$ cat src/rtl/serial_frame_master_if.sv
// Host-side and serial-link signals of serial_frame_master.
// master = the frame engine; slave = the host/bench side.
interface serial_frame_master_if #(
  parameter int DATA_WIDTH = 171,
  parameter int NUM_CS     = 1
);
  localparam int CSW = (NUM_CS > 1) ? $clog2(NUM_CS) : 1;

  logic                  start;
  logic [CSW-1:0]        cs_sel;
  logic                  cpol;
  logic                  cpha;
  logic                  lsb_first;
  logic [DATA_WIDTH-1:0] parallel_in;
  logic [DATA_WIDTH-1:0] parallel_out;
  logic                  busy;
  logic                  done;
  logic                  ser_clk;
  logic                  ser_data_out;
  logic                  ser_data_in;
  logic [NUM_CS-1:0]     ser_cs;

  modport master (
    input  start, cs_sel, cpol, cpha, lsb_first, parallel_in, ser_data_in,
    output parallel_out, busy, done, ser_clk, ser_data_out, ser_cs
  );

  modport slave (
    output start, cs_sel, cpol, cpha, lsb_first, parallel_in, ser_data_in,
    input  parallel_out, busy, done, ser_clk, ser_data_out, ser_cs
  );
endinterface

$ cat src/rtl/serial_frame_master.sv
// Start/done serial frame master: programmable divider, CPOL/CPHA modes, MSB/LSB order, multi-CS.
// Define SERIAL_FRAME_MASTER_LOOPBACK_EN to sample the internal transmit register instead of ser_data_in.
module serial_frame_master #(
  parameter int DATA_WIDTH = 171,
  parameter int CLK_DIV    = 2,
  parameter int NUM_CS     = 1
) (
  input  logic                    clk,
  input  logic                    rst,
  serial_frame_master_if.master   bus
);
  localparam int CSW  = (NUM_CS > 1) ? $clog2(NUM_CS) : 1;
  localparam int DIVW = (CLK_DIV > 1) ? $clog2(CLK_DIV) : 1;
  localparam int ECW  = $clog2(2 * DATA_WIDTH) + 1;
  localparam logic [DIVW-1:0] DIV_LAST  = DIVW'(CLK_DIV - 1);
  localparam logic [ECW-1:0]  EDGE_LAST = ECW'(2 * DATA_WIDTH);

  typedef enum logic [1:0] {IDLE, SETUP, SHIFT, HOLD} state_t;
  state_t state, state_nxt;

  logic [DIVW-1:0]       div_cnt;
  logic [ECW-1:0]        edge_cnt;
  logic [DATA_WIDTH-1:0] tx_sr, rx_sr, pout_q;
  logic                  cpol_q, cpha_q, lsb_q;
  logic                  ser_clk_q, sdo_q, busy_q, done_q;
  logic [NUM_CS-1:0]     cs_q, cs_dec;

  logic                  tick, accept, sample_bit, head, do_sample, do_drive;
  logic [ECW-1:0]        edge_nxt;
  logic [DATA_WIDTH-1:0] tx_shift, rx_shift;

  assign bus.parallel_out = pout_q;
  assign bus.busy         = busy_q;
  assign bus.done         = done_q;
  assign bus.ser_clk      = ser_clk_q;
  assign bus.ser_data_out = sdo_q;
  assign bus.ser_cs       = cs_q;

`ifdef SERIAL_FRAME_MASTER_LOOPBACK_EN
  assign sample_bit = sdo_q;
`else
  assign sample_bit = bus.ser_data_in;
`endif

  // busy is still high in the done cycle, so a held start waits one IDLE cycle
  assign accept   = (state == IDLE) && bus.start && !busy_q;
  assign tick     = (div_cnt == DIV_LAST);
  assign edge_nxt = edge_cnt + 1'b1;

  // odd edges are leading; sample on leading for cpha=0, trailing for cpha=1
  assign do_sample = (edge_nxt[0] != cpha_q);
  assign do_drive  = !do_sample && (edge_nxt != EDGE_LAST);

  assign head     = lsb_q ? tx_sr[0] : tx_sr[DATA_WIDTH-1];
  assign tx_shift = lsb_q ? (tx_sr >> 1) : (tx_sr << 1);
  assign rx_shift = lsb_q ? {sample_bit, rx_sr[DATA_WIDTH-1:1]}
                          : {rx_sr[DATA_WIDTH-2:0], sample_bit};

  // out-of-range cs_sel leaves every line deasserted
  always_comb begin
    cs_dec = '1;
    for (int i = 0; i < NUM_CS; i++)
      cs_dec[i] = (bus.cs_sel != CSW'(i));
  end

  always_ff @(posedge clk) begin
    if (rst) state <= IDLE;
    else     state <= state_nxt;
  end

  always_comb begin
    state_nxt = state;
    case (state)
      IDLE:    if (accept) state_nxt = SETUP;
      SETUP:   if (tick) state_nxt = SHIFT;
      SHIFT:   if (tick && edge_nxt == EDGE_LAST) state_nxt = HOLD;
      HOLD:    if (tick) state_nxt = IDLE;
      default: state_nxt = IDLE;
    endcase
  end

  always_ff @(posedge clk) begin
    if (rst) begin
      div_cnt   <= '0;
      edge_cnt  <= '0;
      tx_sr     <= '0;
      rx_sr     <= '0;
      pout_q    <= '0;
      cpol_q    <= 1'b0;
      cpha_q    <= 1'b0;
      lsb_q     <= 1'b0;
      ser_clk_q <= 1'b0;
      sdo_q     <= 1'b0;
      busy_q    <= 1'b0;
      done_q    <= 1'b0;
      cs_q      <= '1;
    end else begin
      done_q <= 1'b0;
      case (state)
        IDLE: begin
          div_cnt   <= '0;
          edge_cnt  <= '0;
          ser_clk_q <= bus.cpol;
          sdo_q     <= 1'b0;
          busy_q    <= 1'b0;
          if (accept) begin
            cpol_q <= bus.cpol;
            cpha_q <= bus.cpha;
            lsb_q  <= bus.lsb_first;
            cs_q   <= cs_dec;
            busy_q <= 1'b1;
            rx_sr  <= '0;
            // cpha=0 presents the first bit before the first leading edge
            if (!bus.cpha) begin
              sdo_q <= bus.lsb_first ? bus.parallel_in[0] : bus.parallel_in[DATA_WIDTH-1];
              tx_sr <= bus.lsb_first ? (bus.parallel_in >> 1) : (bus.parallel_in << 1);
            end else begin
              tx_sr <= bus.parallel_in;
            end
          end
        end
        SETUP, SHIFT: begin
          div_cnt <= tick ? '0 : div_cnt + 1'b1;
          if (tick) begin
            edge_cnt  <= edge_nxt;
            ser_clk_q <= ~ser_clk_q;
            if (do_sample) rx_sr <= rx_shift;
            if (do_drive) begin
              sdo_q <= head;
              tx_sr <= tx_shift;
            end
          end
        end
        HOLD: begin
          div_cnt <= tick ? '0 : div_cnt + 1'b1;
          if (tick) begin
            cs_q      <= '1;
            done_q    <= 1'b1;
            pout_q    <= rx_sr;
            sdo_q     <= 1'b0;
            ser_clk_q <= cpol_q;
          end
        end
        default: ;
      endcase
    end
  end
endmodule

$ cat src/flat_wrapper.sv
// flat-port wrapper written by rule: the top's interface ports become plain ports
module serial_frame_master_flat 
#(
  parameter int DATA_WIDTH = 171,
  parameter int CLK_DIV    = 2,
  parameter int NUM_CS     = 1
)
  (clk, rst, bus_start, bus_cs_sel, bus_cpol, bus_cpha, bus_lsb_first, bus_parallel_in, bus_ser_data_in, bus_parallel_out, bus_busy, bus_done, bus_ser_clk, bus_ser_data_out, bus_ser_cs);
  serial_frame_master_if #(.DATA_WIDTH(DATA_WIDTH), .NUM_CS(NUM_CS)) bus_i ();
  input  logic clk;
  input  logic rst;
  input wire logic [$bits(bus_i.start)-1:0] bus_start;
  input wire logic [$bits(bus_i.cs_sel)-1:0] bus_cs_sel;
  input wire logic [$bits(bus_i.cpol)-1:0] bus_cpol;
  input wire logic [$bits(bus_i.cpha)-1:0] bus_cpha;
  input wire logic [$bits(bus_i.lsb_first)-1:0] bus_lsb_first;
  input wire logic [$bits(bus_i.parallel_in)-1:0] bus_parallel_in;
  input wire logic [$bits(bus_i.ser_data_in)-1:0] bus_ser_data_in;
  output wire logic [$bits(bus_i.parallel_out)-1:0] bus_parallel_out;
  output wire logic [$bits(bus_i.busy)-1:0] bus_busy;
  output wire logic [$bits(bus_i.done)-1:0] bus_done;
  output wire logic [$bits(bus_i.ser_clk)-1:0] bus_ser_clk;
  output wire logic [$bits(bus_i.ser_data_out)-1:0] bus_ser_data_out;
  output wire logic [$bits(bus_i.ser_cs)-1:0] bus_ser_cs;
  assign bus_i.start = bus_start;
  assign bus_i.cs_sel = bus_cs_sel;
  assign bus_i.cpol = bus_cpol;
  assign bus_i.cpha = bus_cpha;
  assign bus_i.lsb_first = bus_lsb_first;
  assign bus_i.parallel_in = bus_parallel_in;
  assign bus_i.ser_data_in = bus_ser_data_in;
  assign bus_parallel_out = bus_i.parallel_out;
  assign bus_busy = bus_i.busy;
  assign bus_done = bus_i.done;
  assign bus_ser_clk = bus_i.ser_clk;
  assign bus_ser_data_out = bus_i.ser_data_out;
  assign bus_ser_cs = bus_i.ser_cs;
  serial_frame_master #(.DATA_WIDTH(DATA_WIDTH), .CLK_DIV(CLK_DIV), .NUM_CS(NUM_CS)) u_core (.clk(clk), .rst(rst), .bus(bus_i));
endmodule
$ cat config.mk
export PLATFORM = sky130hd
export DESIGN_NAME = serial_frame_master_flat
export DESIGN_NICKNAME = d
export VERILOG_FILES = /design/src/rtl/serial_frame_master_if.sv /design/src/rtl/serial_frame_master.sv /design/src/flat_wrapper.sv
export SDC_FILE = /design/constraint.sdc
export NUM_CORES = 2
export LEC_CHECK = 0
export CAP_MARGIN = 20
export CELL_PAD_IN_SITES_DETAIL_PLACEMENT = 0
export CELL_PAD_IN_SITES_GLOBAL_PLACEMENT = 2
export CORE_UTILIZATION = 30
export CTS_CLUSTER_SIZE = 20
export DETAILED_ROUTE_END_ITERATION = 8
export PLACE_DENSITY = 0.88
export SKIP_CTS_REPAIR_TIMING = 1
export SLEW_MARGIN = 40
export SYNTH_ARGS = -nofsm -noshare
export SYNTH_HDL_FRONTEND = slang
export SYNTH_SLANG_ARGS = --single-unit
$ cat constraint.sdc
create_clock -name clk -period 2.5 [get_ports clk]
set_clock_uncertainty 0.15 [all_clocks]
set_input_delay 0.5 -clock clk [delete_from_list [all_inputs] [get_ports clk]]
set_output_delay 0.5 -clock clk [all_outputs]
set_load 0.01 [all_outputs]
Word-level counts from Yosys, hierarchy flattened
Index checks and enable logic that the tools add are counted.
{ "totals": {"ff_bits": 534, "out_inout_bits": 176, "wordCells": 89} }
{ "classes": {"n_addsub": 2, "n_eq_ne": 13, "mux": 37, "bitwise_logic": 2, "reduce_logical": 21} }
{ "op_table": {"columns": ["operator", "count"], "rows": [
  ["171-bit two-way mux", 10],
  ["171-bit one-hot mux with 2 select lines", 2],
  ["10-bit one-hot mux with 2 select lines", 1],
  ["1-bit two-way mux", 14],
  ["2-bit by 1-bit != test with 1-bit output (second input constant)", 7],
  ["4-bit AND reduction", 3],
  ["10-bit by 1-bit adder with 10-bit output (second input constant)", 1],
  ["10-bit by 9-bit equality test with 1-bit output (second input constant)", 1],
  ["10-bit two-way mux", 1],
  ["10-bit by 9-bit != test with 1-bit output (second input constant)", 1],
  ["2-bit two-way mux", 4],
  ["2-bit one-hot mux with 4 select lines", 1],
  ["2-bit AND reduction", 4],
  ["1-bit one-hot mux with 3 select lines", 2],
  ["3-bit AND reduction", 2],
  ["2-bit equality test (second input constant)", 2],
  ["1-bit logical AND", 4],
  ["1-bit one-hot mux with 2 select lines", 2],
  ["2-bit nonzero test", 2],
  ["2-bit OR reduction", 2],
  ["3-bit OR reduction", 1],
  ["2-bit by 1-bit equality test with 1-bit output (second input constant)", 1],
  ["1-bit logical NOT", 2],
  ["2-bit logical NOT", 1],
  ["other kinds (3)", 4]
]} }

Depth between registers and ports, before layout
{ "logic_depth": {"word_depth": 7, "mapped_depth": 11, "depth_no_buf": 7} }

Worst setup path after synthesis
Ideal clock, no wire load.
{ "synth_timing": {"path_kind": "register to register", "from": "reg u_core.edge_cnt[1]", "to": "reg u_core.tx_sr[100]", "setup_ps": 121, "arrival_ps": 2386, "slack_ps": -158, "path_stages_with_launch": 11, "synth_period_minus_slack_ps": 2658, "path_cell_list": "dfxtp_1 > ha_1 > clkbuf_1 > a21oi_1 > or4_1 > a32o_2 > a31o_1 > buf_6 > buf_8 > buf_6 > mux2_4"} }
{ "synth_between": {"elab_chain_cells": 5} }
{ "synth_lines": {"columns": ["element", "line", "text"], "rows": [
  ["start, declared", "serial_frame_master.sv:22", "logic [ECW-1:0] edge_cnt;"],
  ["start signal, assigned", "serial_frame_master.sv:125", "edge_cnt <= edge_nxt;"],
  ["10-bit by 1-bit adder with 10-bit output", "serial_frame_master.sv:48", "assign edge_nxt = edge_cnt + 1'b1;"],
  ["10-bit by 9-bit != test with 1-bit output", "serial_frame_master.sv:52", "assign do_drive = !do_sample && (edge_nxt != EDGE_LAST);"],
  ["1-bit logical AND", "serial_frame_master.sv:52", null],
  ["2-bit by 1-bit != test with 1-bit output (no source line)", null, null],
  ["4-bit AND reduction (no source line)", null, null],
  ["end signal, assigned", "serial_frame_master.sv:116", "tx_sr <= bus.lsb_first ? (bus.parallel_in >> 1) : (bus.parallel_in << 1);"],
  ["end signal, assigned", "serial_frame_master.sv:118", "tx_sr <= bus.parallel_in;"],
  ["end signal, assigned", "serial_frame_master.sv:130", "tx_sr <= tx_shift;"],
  ["end, declared", "serial_frame_master.sv:23", "logic [DATA_WIDTH-1:0] tx_sr, rx_sr, pout_q;"]
]} }
No other way between the ends.
A chain may end at the register's enable or synchronous reset.

Worst setup path in the final report
{ "layout_timing": {"from": "reg u_core.edge_cnt[1]", "to": "reg u_core.tx_sr[101]"} }
Same word-level chain as after synthesis.

==> results.cfg <==
[placement]
port_buffers = 354
gp_congestion = 0.769
hpwlAfterDp_mm = 55.9
pre_cts_ws_ns = -0.103

[timing]
worst_pin_slew_ns = 0.880
fin_setup_tns_ns = 0
setup_ws_ns = 0.0145
layout_min_cycle_time_ns = 2.49
slew_headroom_pct = 41.3
rsz0062_at_grt = yes
timing.final.crit_share_pct = 99.4
finalSetupViolCount = 0
max_freq_mhz = 402
hold_violations = 0
slew_viol_final = 0

[yosys]
synth-adder-area-share_pct = 0.253
ys_seq_elements = 534
synth_edf_count = 0
synth_top_family_by_area = multiplexers
synth_compound_area_share_pct = 12.4
syn-num-nets = 3924
yosys.area_share.simple_pct = 20.7
ys_warn_count = 0
muxShareOfSynthArea_pct = 25.7
synthArstFlopShare_pct = 0
synth_cell_types = 44
netlist_area_um2 = 29700
synth_area_per_cell_um2 = 7.95
synth_flop_cell = dfxtp_1
synthCells = 3739
seq_area_frac_synth_pct = 36.0
synth-xor-area-share_pct = 0.295

[die]
die_h_um = 317
num_io_pins = 355
start_util_pct = 30.2
dieArea_um2 = 100000
die_w_um = 317
coreArea_um2 = 98300
num_rows = 115

[final_layout]
drive_gt1_share_pct = 15.0
synthToLayoutAreaGrowth_pct = 26.7
fillers = 9977
nets = 4152
final_core_util_pct = 38.3

[pwr]
p_int_w = 0.0216
p_leak_nw = 13.9
power.total_w = 0.0347
p_seq_share_pct = 28.1
vdd_drop_max_mv = 1.12
clockPowerShare_pct = 28.1
power_frac_comb_pct = 43.8
p_sw_share_pct = 37.8
p_switching_w = 0.0131
power_density_nw_per_um2 = 921

[global_route]
antenna_found_initial = 5
grt_max_degree = 175
grt_use_total_pct = 16.1
grt_overflow = 0
grt_pass1_vias = 24560
grt_pass1_wl_mm = 134

[route]
num_vias = 25701
vias_per_cell = 4.85
wl_mm = 84.4
drtIter0Drc = 1498
avgRoutedWirePerCell_um = 15.9
antenna_left = 0
drc = 0
first_pass_iters = 5

[worst_hold_path]
hold_depth = 3
worstHoldPathType = in2reg

[flow_run]
drv_cap = 0

[critical_path]
start_kind = flop
crit_slowest_cell = or4_1
path_depth = 8
max_stage_delay_ns = 0.40
worstSetupPathType = reg2reg
critPathTopFamily = compound AO/OA/AOI/OAI gates
r2r_cells = 8
worst-path-buf-inv = 2
worstPathArrival_ns = 2.82
endpoint_kind = flop
crit_fanout = 20
crit_required_ns = 2.83
crit_chain = ha_4 > a21oi_1 > or4_1 > a32o_2 > a31o_4 > buf_12 > clkbuf_16 > mux2_4

[clock_tree]
root_buffer = clkbuf_16
cts.reportedPaths.clkPinSlew_ns = 0.06
clkLatencyLatePin_ns = 0.62
cts_tree = built
htreeDepth = 3
cts_buffers = 67
cts_num_sinks = 534
clock_path_buffers = 3

[status]
outcome = finished clean
==> metal layers <==
metal | share of wire, % | vias to the layer above | GRT usage, % | wire, um
li1 | - | 13130 | - | -
met1 | 49 | 12051 | 23.0 | 41700
met2 | 44 | 413 | 24.9 | 37200
met3 | 4.8 | 99 | 2.88 | 4050
met4 | 1.8 | 8 | 4.27 | 1490
met5 | 0.060 | - | 0 | 51
==> metrics by stage <==
| stage | cells | cell area, um^2 | hold slack, ns |
|---|---|---|---|
| 2_1_floorplan | 3739 | 29800 | 0.292 |
| 3_5_place_dp | 5182 | 35300 | 0.297 |
| 5_1_grt | 5302 | 37600 | 0.234 |
| 6_report | 5302 | 37600 | 0.243 |
| 3_3_place_gp | 5182 | 35300 | 0.292 |
| 4_1_cts | 5298 | 37500 | 0.189 |
==> cell usage after synthesis (4+ instances only) <==
cell type    n  area (um^2)
a21oi_1    349         1750
a22oi_1     10         75.1
buf_1       37          139
buf_2       13         65.1
buf_6       10          113
clkbuf_1   272         1020
dfxtp_1    534        10700
ha_1         6         75.1
inv_1        7         26.3
mux2_2     252         2840
mux2_4      89         1340
mux2i_1    347         3470
nand2_1    863         3240
nand2b_1    10         62.6
nand3_1    177          886
nor2_1     195          732
nor2b_1    173         1080
nor3_1       7         35.0
o21ai_0    343         1720
xnor2_1      6         52.6
xor2_1       4         35.0
==> worst reg2reg max path, stage by stage (launching register included) <==
cell	delay, ns
dfxtp_4	0.37
ha_4	0.16
a21oi_1	0.04
or4_1	0.40
a32o_2	0.30
a31o_4	0.25
buf_12	0.18
clkbuf_16	0.20
mux2_4	0.30
==> registers in the layout, indices dropped and copies added (netlist names) <==
signal,cells
u_core.bus.ser_data_out,1
u_core.state,2
u_core.bus.busy,1
u_core.rx_sr,171
u_core.edge_cnt,10
u_core.cpol_q,1
u_core.tx_sr,171
u_core.bus.ser_cs,1
u_core.bus.parallel_out,171
u_core.div_cnt,1
u_core.bus.done,1
u_core.cpha_q,1
u_core.bus.ser_clk,1
u_core.lsb_q,1
==> placed cells by master (no fill, tap or decap), types with 5 or more instances in the layout <==
cell,instances
clkinv_2,5
nor2b_1,172
o21ai_0,341
xnor2_1,6
dfxtp_2,5
clkdlybuf4s50_1,351
buf_12,48
clkbuf_16,69
a21oi_1,349
nor3_1,7
nand3_1,177
buf_16,5
nor2_1,195
mux2_2,251
a22oi_1,10
buf_4,81
clkbuf_1,15
nand2_1,862
nand2b_1,9
mux2i_1,347
mux2_4,90
dfxtp_1,525
inv_1,7
clkbuf_8,15
==> worst paths after layout <==
path,from,end,slack [ns]
worst min register to register,u_core.bus.parallel_out[140],u_core.bus.parallel_out[140],0.30
worst min-delay path,rst,u_core.tx_sr[11],0.24
worst max-delay path,u_core.edge_cnt[1],u_core.tx_sr[101],0.01
worst max register to register,u_core.edge_cnt[1],u_core.tx_sr[101],0.01
==> layout make-up <==
cell class / count / area [um^2] / share of cell area (%)
Antenna cell: 1 / 2.50 / 0.00665
Sequential cell: 534 / 10700 / 28.5
Clock inverter: 19 / 289 / 0.768
Timing Repair Buffer: 494 / 5360 / 14.2
Clock buffer: 97 / 1940 / 5.15
Multi-Input combinational cell: 2863 / 17700 / 47.0
Tap cell: 1287 / 1610 / 4.28
Inverter: 7 / 26.3 / 0.0698
==> kinds of logic after synthesis <==
kind of cell               count (synthesis)
AOI/OAI and AO/OA                        719
xor gates and xnor gates                  10
adders and majority gates                  6
buffers and inverters                    342
DFF                                      534
muxes                                    688
and+or+nand+nor                         1440
==> power groups by stage <==
stage          clock [W]  sequential (W)  combinational, W
6_report         0.00973         0.00975            0.0152
5_1_grt           0.0104         0.00982            0.0167
4_1_cts           0.0101         0.00974            0.0149
3_5_place_dp           0         0.00991            0.0149
3_3_place_gp           0         0.00991            0.0148
2_1_floorplan          0         0.00971            0.0108
Power figures use the tool's default switching activity.
